--- src/rtl/bin_to_bcd_seq_pkg.sv ---
// Shared constants and types for the binary-to-BCD display path.
// Holds digit counts, the largest displayable decimal value, the
// saturated display pattern and the converter FSM states.
package display_pkg;

    localparam int DIGITS     = 8;
    localparam int INT_DIGITS = 9;

    localparam logic [26:0] MAX_DEC = 27'd99_999_999;
    localparam logic [31:0] SAT_BCD = 32'h9999_9999;

    typedef enum logic {
        IDLE,
        SHIFT
    } state_t;

endpackage

--- src/rtl/bin_to_bcd_seq_if.sv ---
// Handshake bundle between a binary producer and bin_to_bcd_seq.
// The master side offers a value with valid_in and observes the result;
// the slave side is the converter itself.
interface bin_to_bcd_seq_if
    import display_pkg::*;
#(
    parameter int BIN_W = 27
);

    logic                  valid_in;
    logic [BIN_W-1:0]      bin_in;
    logic                  ready_out;
    logic                  valid_out;
    logic [4*DIGITS-1:0]   bcd_out;
    logic                  ovf_out;

    modport master (
        output valid_in,
        output bin_in,
        input  ready_out,
        input  valid_out,
        input  bcd_out,
        input  ovf_out
    );

    modport slave (
        input  valid_in,
        input  bin_in,
        output ready_out,
        output valid_out,
        output bcd_out,
        output ovf_out
    );

endinterface

--- src/rtl/bin_to_bcd_seq_digit_adj.sv ---
// Single double-dabble correction cell: a BCD digit of 5 or more gets 3
// added so that the following left shift carries correctly into the
// next decimal digit.
module bcd_digit_adj (
    input  logic [3:0] digit,
    output logic [3:0] adjusted
);

    // Add-3 correction applied before every shift
    always_comb begin
        adjusted = digit;
        if (digit >= 4'd5) begin
            adjusted = digit + 4'd3;
        end
    end

endmodule

--- src/rtl/bin_to_bcd_seq.sv ---
// Sequential binary-to-BCD converter (shift-and-add-3), one bit per cycle.
// Accepts a value on valid_in && ready_out, iterates BIN_W times and then
// pulses valid_out for one cycle with eight packed BCD digits on bcd_out.
// bcd_out only changes on that pulse, so the display never sees partial
// results.
// Optional feature macro BCD_SAT_EN: values above 99_999_999 saturate to
// 9999_9999 and raise ovf_out. Without it the result is the value mod 10^8
// and ovf_out is tied low.
module bin_to_bcd_seq
    import display_pkg::*;
#(
    parameter int BIN_W = 27
) (
    input  logic              clk_in,
    input  logic              rst_in,
    bin_to_bcd_seq_if.slave   bus
);

    localparam int SR_W  = 4 * INT_DIGITS + BIN_W;
    localparam int CNT_W = $clog2(BIN_W + 1);
    localparam logic [CNT_W-1:0] LAST_ITER = CNT_W'(BIN_W - 1);

    state_t              state;
    state_t              state_next;
    logic [SR_W-1:0]     sreg;
    logic [SR_W-1:0]     sreg_adj;
    logic [SR_W-1:0]     sreg_next;
    logic [CNT_W-1:0]    iter;
    logic                accept;
    logic                last_iter;
    logic                finish;
    logic [4*DIGITS-1:0] result;
    logic                unused_msb;

    assign bus.ready_out = (state == IDLE);
    assign accept        = bus.valid_in && (state == IDLE);
    assign last_iter     = (iter == LAST_ITER);
    assign finish        = (state == SHIFT) && last_iter;

    // Correct every internal digit, leave the not-yet-shifted binary bits alone
    genvar g;
    generate
        for (g = 0; g < INT_DIGITS; g++) begin : g_adj
            bcd_digit_adj u_adj (
                .digit    (sreg[BIN_W + 4*g +: 4]),
                .adjusted (sreg_adj[BIN_W + 4*g +: 4])
            );
        end
    endgenerate

    assign sreg_adj[BIN_W-1:0] = sreg[BIN_W-1:0];
    assign sreg_next           = {sreg_adj[SR_W-2:0], 1'b0};
    assign unused_msb          = sreg_adj[SR_W-1];

`ifdef BCD_SAT_EN
    logic ovf_pend;
    logic ovf_now;

    assign ovf_now = 32'(bus.bin_in) > 32'(MAX_DEC);
    assign result  = ovf_pend ? SAT_BCD : sreg_next[BIN_W +: 4*DIGITS];

    // Remember at accept time whether the value is out of range; publish it with the result
    always_ff @(posedge clk_in) begin
        if (rst_in) begin
            ovf_pend    <= 1'b0;
            bus.ovf_out <= 1'b0;
        end else begin
            if (accept) begin
                ovf_pend <= ovf_now;
            end
            if (finish) begin
                bus.ovf_out <= ovf_pend;
            end
        end
    end
`else
    assign result      = sreg_next[BIN_W +: 4*DIGITS];
    assign bus.ovf_out = 1'b0;
`endif

    // FSM state register
    always_ff @(posedge clk_in) begin
        if (rst_in) begin
            state <= IDLE;
        end else begin
            state <= state_next;
        end
    end

    // Next state: leave IDLE on accept, return after the last iteration
    always_comb begin
        state_next = state;
        case (state)
            IDLE:    if (accept)    state_next = SHIFT;
            SHIFT:   if (last_iter) state_next = IDLE;
            default: state_next = IDLE;
        endcase
    end

    // Shift register, iteration counter and registered result outputs
    always_ff @(posedge clk_in) begin
        if (rst_in) begin
            sreg          <= '0;
            iter          <= '0;
            bus.valid_out <= 1'b0;
            bus.bcd_out   <= '0;
        end else begin
            bus.valid_out <= 1'b0;
            if (accept) begin
                sreg <= SR_W'(bus.bin_in);
                iter <= '0;
            end else if (state == SHIFT) begin
                sreg <= sreg_next;
                iter <= iter + CNT_W'(1);
                if (last_iter) begin
                    bus.bcd_out   <= result;
                    bus.valid_out <= 1'b1;
                end
            end
        end
    end

endmodule

--- src/flat_wrapper.sv ---
// flat-port wrapper written by rule: the top's interface ports become plain ports
module bin_to_bcd_seq_flat import display_pkg::*;
#(
    parameter int BIN_W = 27
)
  (clk_in, rst_in, bus_valid_in, bus_bin_in, bus_ready_out, bus_valid_out, bus_bcd_out, bus_ovf_out);
  bin_to_bcd_seq_if #(.BIN_W(BIN_W)) bus_i ();
  input  logic clk_in;
  input  logic rst_in;
  input wire logic [$bits(bus_i.valid_in)-1:0] bus_valid_in;
  input wire logic [$bits(bus_i.bin_in)-1:0] bus_bin_in;
  output wire logic [$bits(bus_i.ready_out)-1:0] bus_ready_out;
  output wire logic [$bits(bus_i.valid_out)-1:0] bus_valid_out;
  output wire logic [$bits(bus_i.bcd_out)-1:0] bus_bcd_out;
  output wire logic [$bits(bus_i.ovf_out)-1:0] bus_ovf_out;
  assign bus_i.valid_in = bus_valid_in;
  assign bus_i.bin_in = bus_bin_in;
  assign bus_ready_out = bus_i.ready_out;
  assign bus_valid_out = bus_i.valid_out;
  assign bus_bcd_out = bus_i.bcd_out;
  assign bus_ovf_out = bus_i.ovf_out;
  bin_to_bcd_seq #(.BIN_W(BIN_W)) u_core (.clk_in(clk_in), .rst_in(rst_in), .bus(bus_i));
endmodule
--- config.mk ---
export PLATFORM = sky130hd
export DESIGN_NAME = bin_to_bcd_seq_flat
export DESIGN_NICKNAME = d
export VERILOG_FILES = /design/src/rtl/bin_to_bcd_seq_pkg.sv /design/src/rtl/bin_to_bcd_seq_if.sv /design/src/rtl/bin_to_bcd_seq_digit_adj.sv /design/src/rtl/bin_to_bcd_seq.sv /design/src/flat_wrapper.sv
export SDC_FILE = /design/constraint.sdc
export NUM_CORES = 1
export LEC_CHECK = 0
export ABC_AREA = 0
export CAP_MARGIN = 20
export CORE_MARGIN = 2
export CORE_UTILIZATION = 49
export DETAILED_ROUTE_END_ITERATION = 8
export GPL_TIMING_DRIVEN = 0
export PLACE_DENSITY = 0.78
export SLEW_MARGIN = 20
export SYNTH_ARGS = -nofsm -noshare
export SYNTH_HDL_FRONTEND = slang
export SYNTH_SLANG_ARGS = --single-unit
export TNS_END_PERCENT = 5
--- constraint.sdc ---
create_clock -name clk_in -period 1.3 [get_ports clk_in]
set_input_delay 0.26 -clock clk_in [delete_from_list [all_inputs] [get_ports clk_in]]
set_output_delay 0.26 -clock clk_in [all_outputs]
set_load 0.02 [all_outputs]
==> flow_summary_export.csv <==
group,metric,value,unit
pwr,power_per_cell_area,981,nW/µm²
worst_hold_path,holdPathStages,2,
pwr,switching_power,0.00167,W
final_layout,nets,677,
routing,dr.pass1.iters,5,
sta,finalHoldViolCount,0,
yosys,synth_area_leaders,"dfxtp_1, mux2i_1, a21oi_1",
yosys,synth_area_leader_cell,"dfxtp_1",
grt,overflow,0,
grt,use_met2,41.1,%
yosys,synthesis.nets,576,
placement,gp_congestion,0.896,
placement,placed_area,5440,µm²
cts,clk_latency,0.38,ns
routing,first_iter_violations,173,
yosys,avgSynthCellArea,8.64,µm²
final_layout,layout_commonest_cell,"dfxtp_1",
yosys,async_reset_ff_share,0,%
cts,cts_tree,"built",
grt,grt_max_degree,17,
sta,setup_ws,-0.145,ns
yosys,synth-edff-count,0,
worst_setup_path,reg2reg_to,"u_core.sreg[39]",
sta,rsz0062_at_grt,"yes",
die,dieArea,10100,µm²
cts,htreeDepth,3,
worst_hold_path,hold_path.class,"flop to flop",
sta,fin_skew,0.0205,ns
worst_setup_path,crit_fanout,5,
pwr,p_comb_share,14.3,%
final_layout,fillerInstances,714,
grt,grt_pass1_vias,3980,
cts,path_clk_slew,0.11,ns
yosys,ys.flop_type,"dfxtp_1",
final_layout,drive_gt1_share,33.1,%
sta,finalCriticalPeriod,1.44,ns
yosys,yosysUniqueCellTypes,39,
placement,placedCellCount,702,
sta,setup_viol,34,
final_layout,n_antenna_cell,0,
worst_setup_path,regToRegSetupSlack,-0.14,ns
final_layout,mostFrequentLayoutCells,"dfxtp_1, nor2_1, a21oi_1",
die,coreArea,9150,µm²
routing,avgViaCountPerCell,5.76,
yosys,ys_warn_count,0,
routing,wirelength,12.7,mm
sta,fmax,692,MHz
yosys,ys_ff_latch,98,
routing,final_antenna_net_count,0,
grt,grt_pass1_wl,18.7,mm
pwr,sw_frac_of_total,27.4,%
die,fp.dieW,100,µm
yosys,synth_area,4560,µm²
grt,grt-busiest-layer,"met2",
cts,max-clock-path-buffers,2,
placement,hpwl,7.87,mm
die,die_h,100,µm
worst_setup_path,max_stage_delay,0.40,ns
worst_setup_path,cp_slowest_cell,"dfxtp_4",
placement,numPortBuffers,63,
grt,grt_use_met3,3.81,%
grt,met1_usage,27.7,%
die,start_util,49.8,%
pwr,internal_power,0.00442,W
die,rows,35,
worst_setup_path,cp_data_arrival_time,1.73,ns
outcome,status,"finished with violations",
worst_hold_path,hold_end,"u_core.bus.bcd_out[19]",
final_layout,post-route-cell-area,6210,µm²
pwr,pwr-share-seq,51.5,%
worst_setup_path,r2r_start,"u_core.sreg[35]",
sta,drv_slew,0,
grt,grtUsageTotal,23.3,%
final_layout,instances_no_fill,745,
cts,cts.sinks,98,
outcome,violations,"setup timing",
cts,cts_root_buffer,"clkbuf_8",
placement,pre_cts_ws,-0.589,ns
yosys,synth_top_area_share,43.0,%
worst_setup_path,crit_family,"flip-flops",
routing,dr_total_vias,4293,
pwr,peakVddDrop,0.000509,V
sta,fin_crit_sh,111,%
worst_setup_path,path_cells,"inv_1 > ha_4 > nor2b_1 > nor3_1 > a21oi_1 > a211oi_1",
grt,antenna_found_initial,0,
pwr,p_leak,2.48,nW
yosys,syn_inst,528,
worst_hold_path,min_from,"u_core.bus.bcd_out[19]",
worst_setup_path,end_kind,"flop",
cts,cts_inserted_buffers,9,
routing,wl_per_cell,17.1,µm
yosys,ys_seq_area_share,43.0,%
worst_setup_path,crit_required,1.59,ns
worst_setup_path,path_buf_inv,1,
final_layout,area_growth,36.1,%
worst_setup_path,critPathKind,"flop to flop",
worst_setup_path,reg2reg_depth,6,
run,maxCapViolations,0,
routing,drc_errors,0,
pwr,pwr-share-clk,34.2,%
die,pin_count,65,
worst_setup_path,critPathLaunchType,"flop",
[routing by layer]
layer  vias to the layer above  share of wire [%]  routed length, µm
met4                         0                3.4                428
met5                         -                  0                  0
met2                       178                 50               6400
li1                       2035                  -                  -
met3                        39                6.2                792
met1                      2041                 40               5110
[power by group through the flow]
stage	registers (W)	clock network [W]	logic (W)
finish	0.00314	0.00208	0.000871
global route	0.00315	0.00219	0.000942
CTS	0.00314	0.00208	0.000754
detailed placement	0.00320	0	0.000714
global placement	0.00320	0	0.000686
floorplan	0.00319	0	0.000481
[logic make-up (layout without fill, tap and decap cells)]
| family | count (synthesis) | in the layout | synth area share [%] |
|---|---|---|---|
| AND/OR/NAND/NOR | 165 | 165 | 16.5 |
| AO/OA/AOI/OAI | 149 | 149 | 19.9 |
| flip-flops | 98 | 98 | 43.0 |
| buffers and inverters | 50 | 156 | 5.54 |
| multiplexers | 35 | 35 | 7.71 |
| adder cells (fa/ha/maj) | 18 | 18 | 4.94 |
| XOR/XNOR | 12 | 12 | 2.31 |
| other | 1 | 1 | 0.0822 |
[area by class of cell]
cell class                 count  area, µm²  area share, %
sequential                    98       2010           32.4
timing repair buffer          90        728           11.7
inverter                      20       98.8           1.59
clock buffer                  10        138           2.22
buffer                        30        238           3.83
tap                          111        139           2.24
multi-input combinational    380       2790           45.0
clock inverter                 6       65.1           1.05
[Yosys cell counts, types with 8 or more instances]
library cell	n
nor2b_1	9
nand2b_1	8
nor3_1	15
a22o_1	15
nand2_1	40
mux2i_1	34
nor3b_1	8
nand3_1	8
xnor2_1	9
a21oi_1	58
inv_1	18
ha_1	18
o21ai_1	11
buf_2	15
nor2_1	72
dfxtp_1	98
o21ai_0	30
a211oi_1	9
[per-stage QoR]
stage | hold WS, ns | setup TNS, ns | power, W | utilization, %
global placement | 0.435 | -41.09 | 0.00388 | 59.4
finish | 0.454 | -2.02 | 0.00609 | 67.8
detailed placement | 0.443 | -41.66 | 0.00392 | 59.4
floorplan | 0.455 | -0.0758 | 0.00367 | -
CTS | 0.458 | -4.45 | 0.00597 | 63.2
global route | 0.473 | -4.54 | 0.00628 | 67.8
[worst max path at each step]
stage	from	endpoint	slack, ns	depth (start not counted)
final	u_core.sreg[35]	u_core.sreg[39]	-0.14	6
after global routing	u_core.sreg[37]	u_core.sreg[39]	-0.28	4
after CTS	rst_in	u_core.bus.bcd_out[17]	-0.18	6
after detailed placement	rst_in	u_core.sreg[37]	-0.59	5
after global placement	rst_in	u_core.sreg[33]	-0.57	5
after floorplan	u_core.sreg[56]	u_core.sreg[56]	-0.01	6
[state kept, by name (all words and copies together), names as in the netlist]
name,count
u_core.bus.bcd_out,32
u_core.bus.valid_out,1
u_core.state,1
u_core.sreg,59
u_core.iter,5
[worst register-to-register path, delay by kind of cell (launching register included)]
kind	cells	cell delay [ns]
adder cells (fa/ha/maj)	1	0.18
AO/OA/AOI/OAI	2	0.38
buffers and inverters	1	0.08
AND/OR/NAND/NOR	2	0.33
flip-flops	1	0.40
[repair_timing]
item | in CTS | in global routing
hold buffers | 0 | 0
setup buffers | 0 | 26
endpoints found under the setup margin | 120 | 112
pin swaps | 1 | 46
gates resized for setup | 116 | 112
gates cloned | 0 | 1
hold endpoints to repair | 0 | 0
Note: power is estimated with default switching activity, not from simulation.
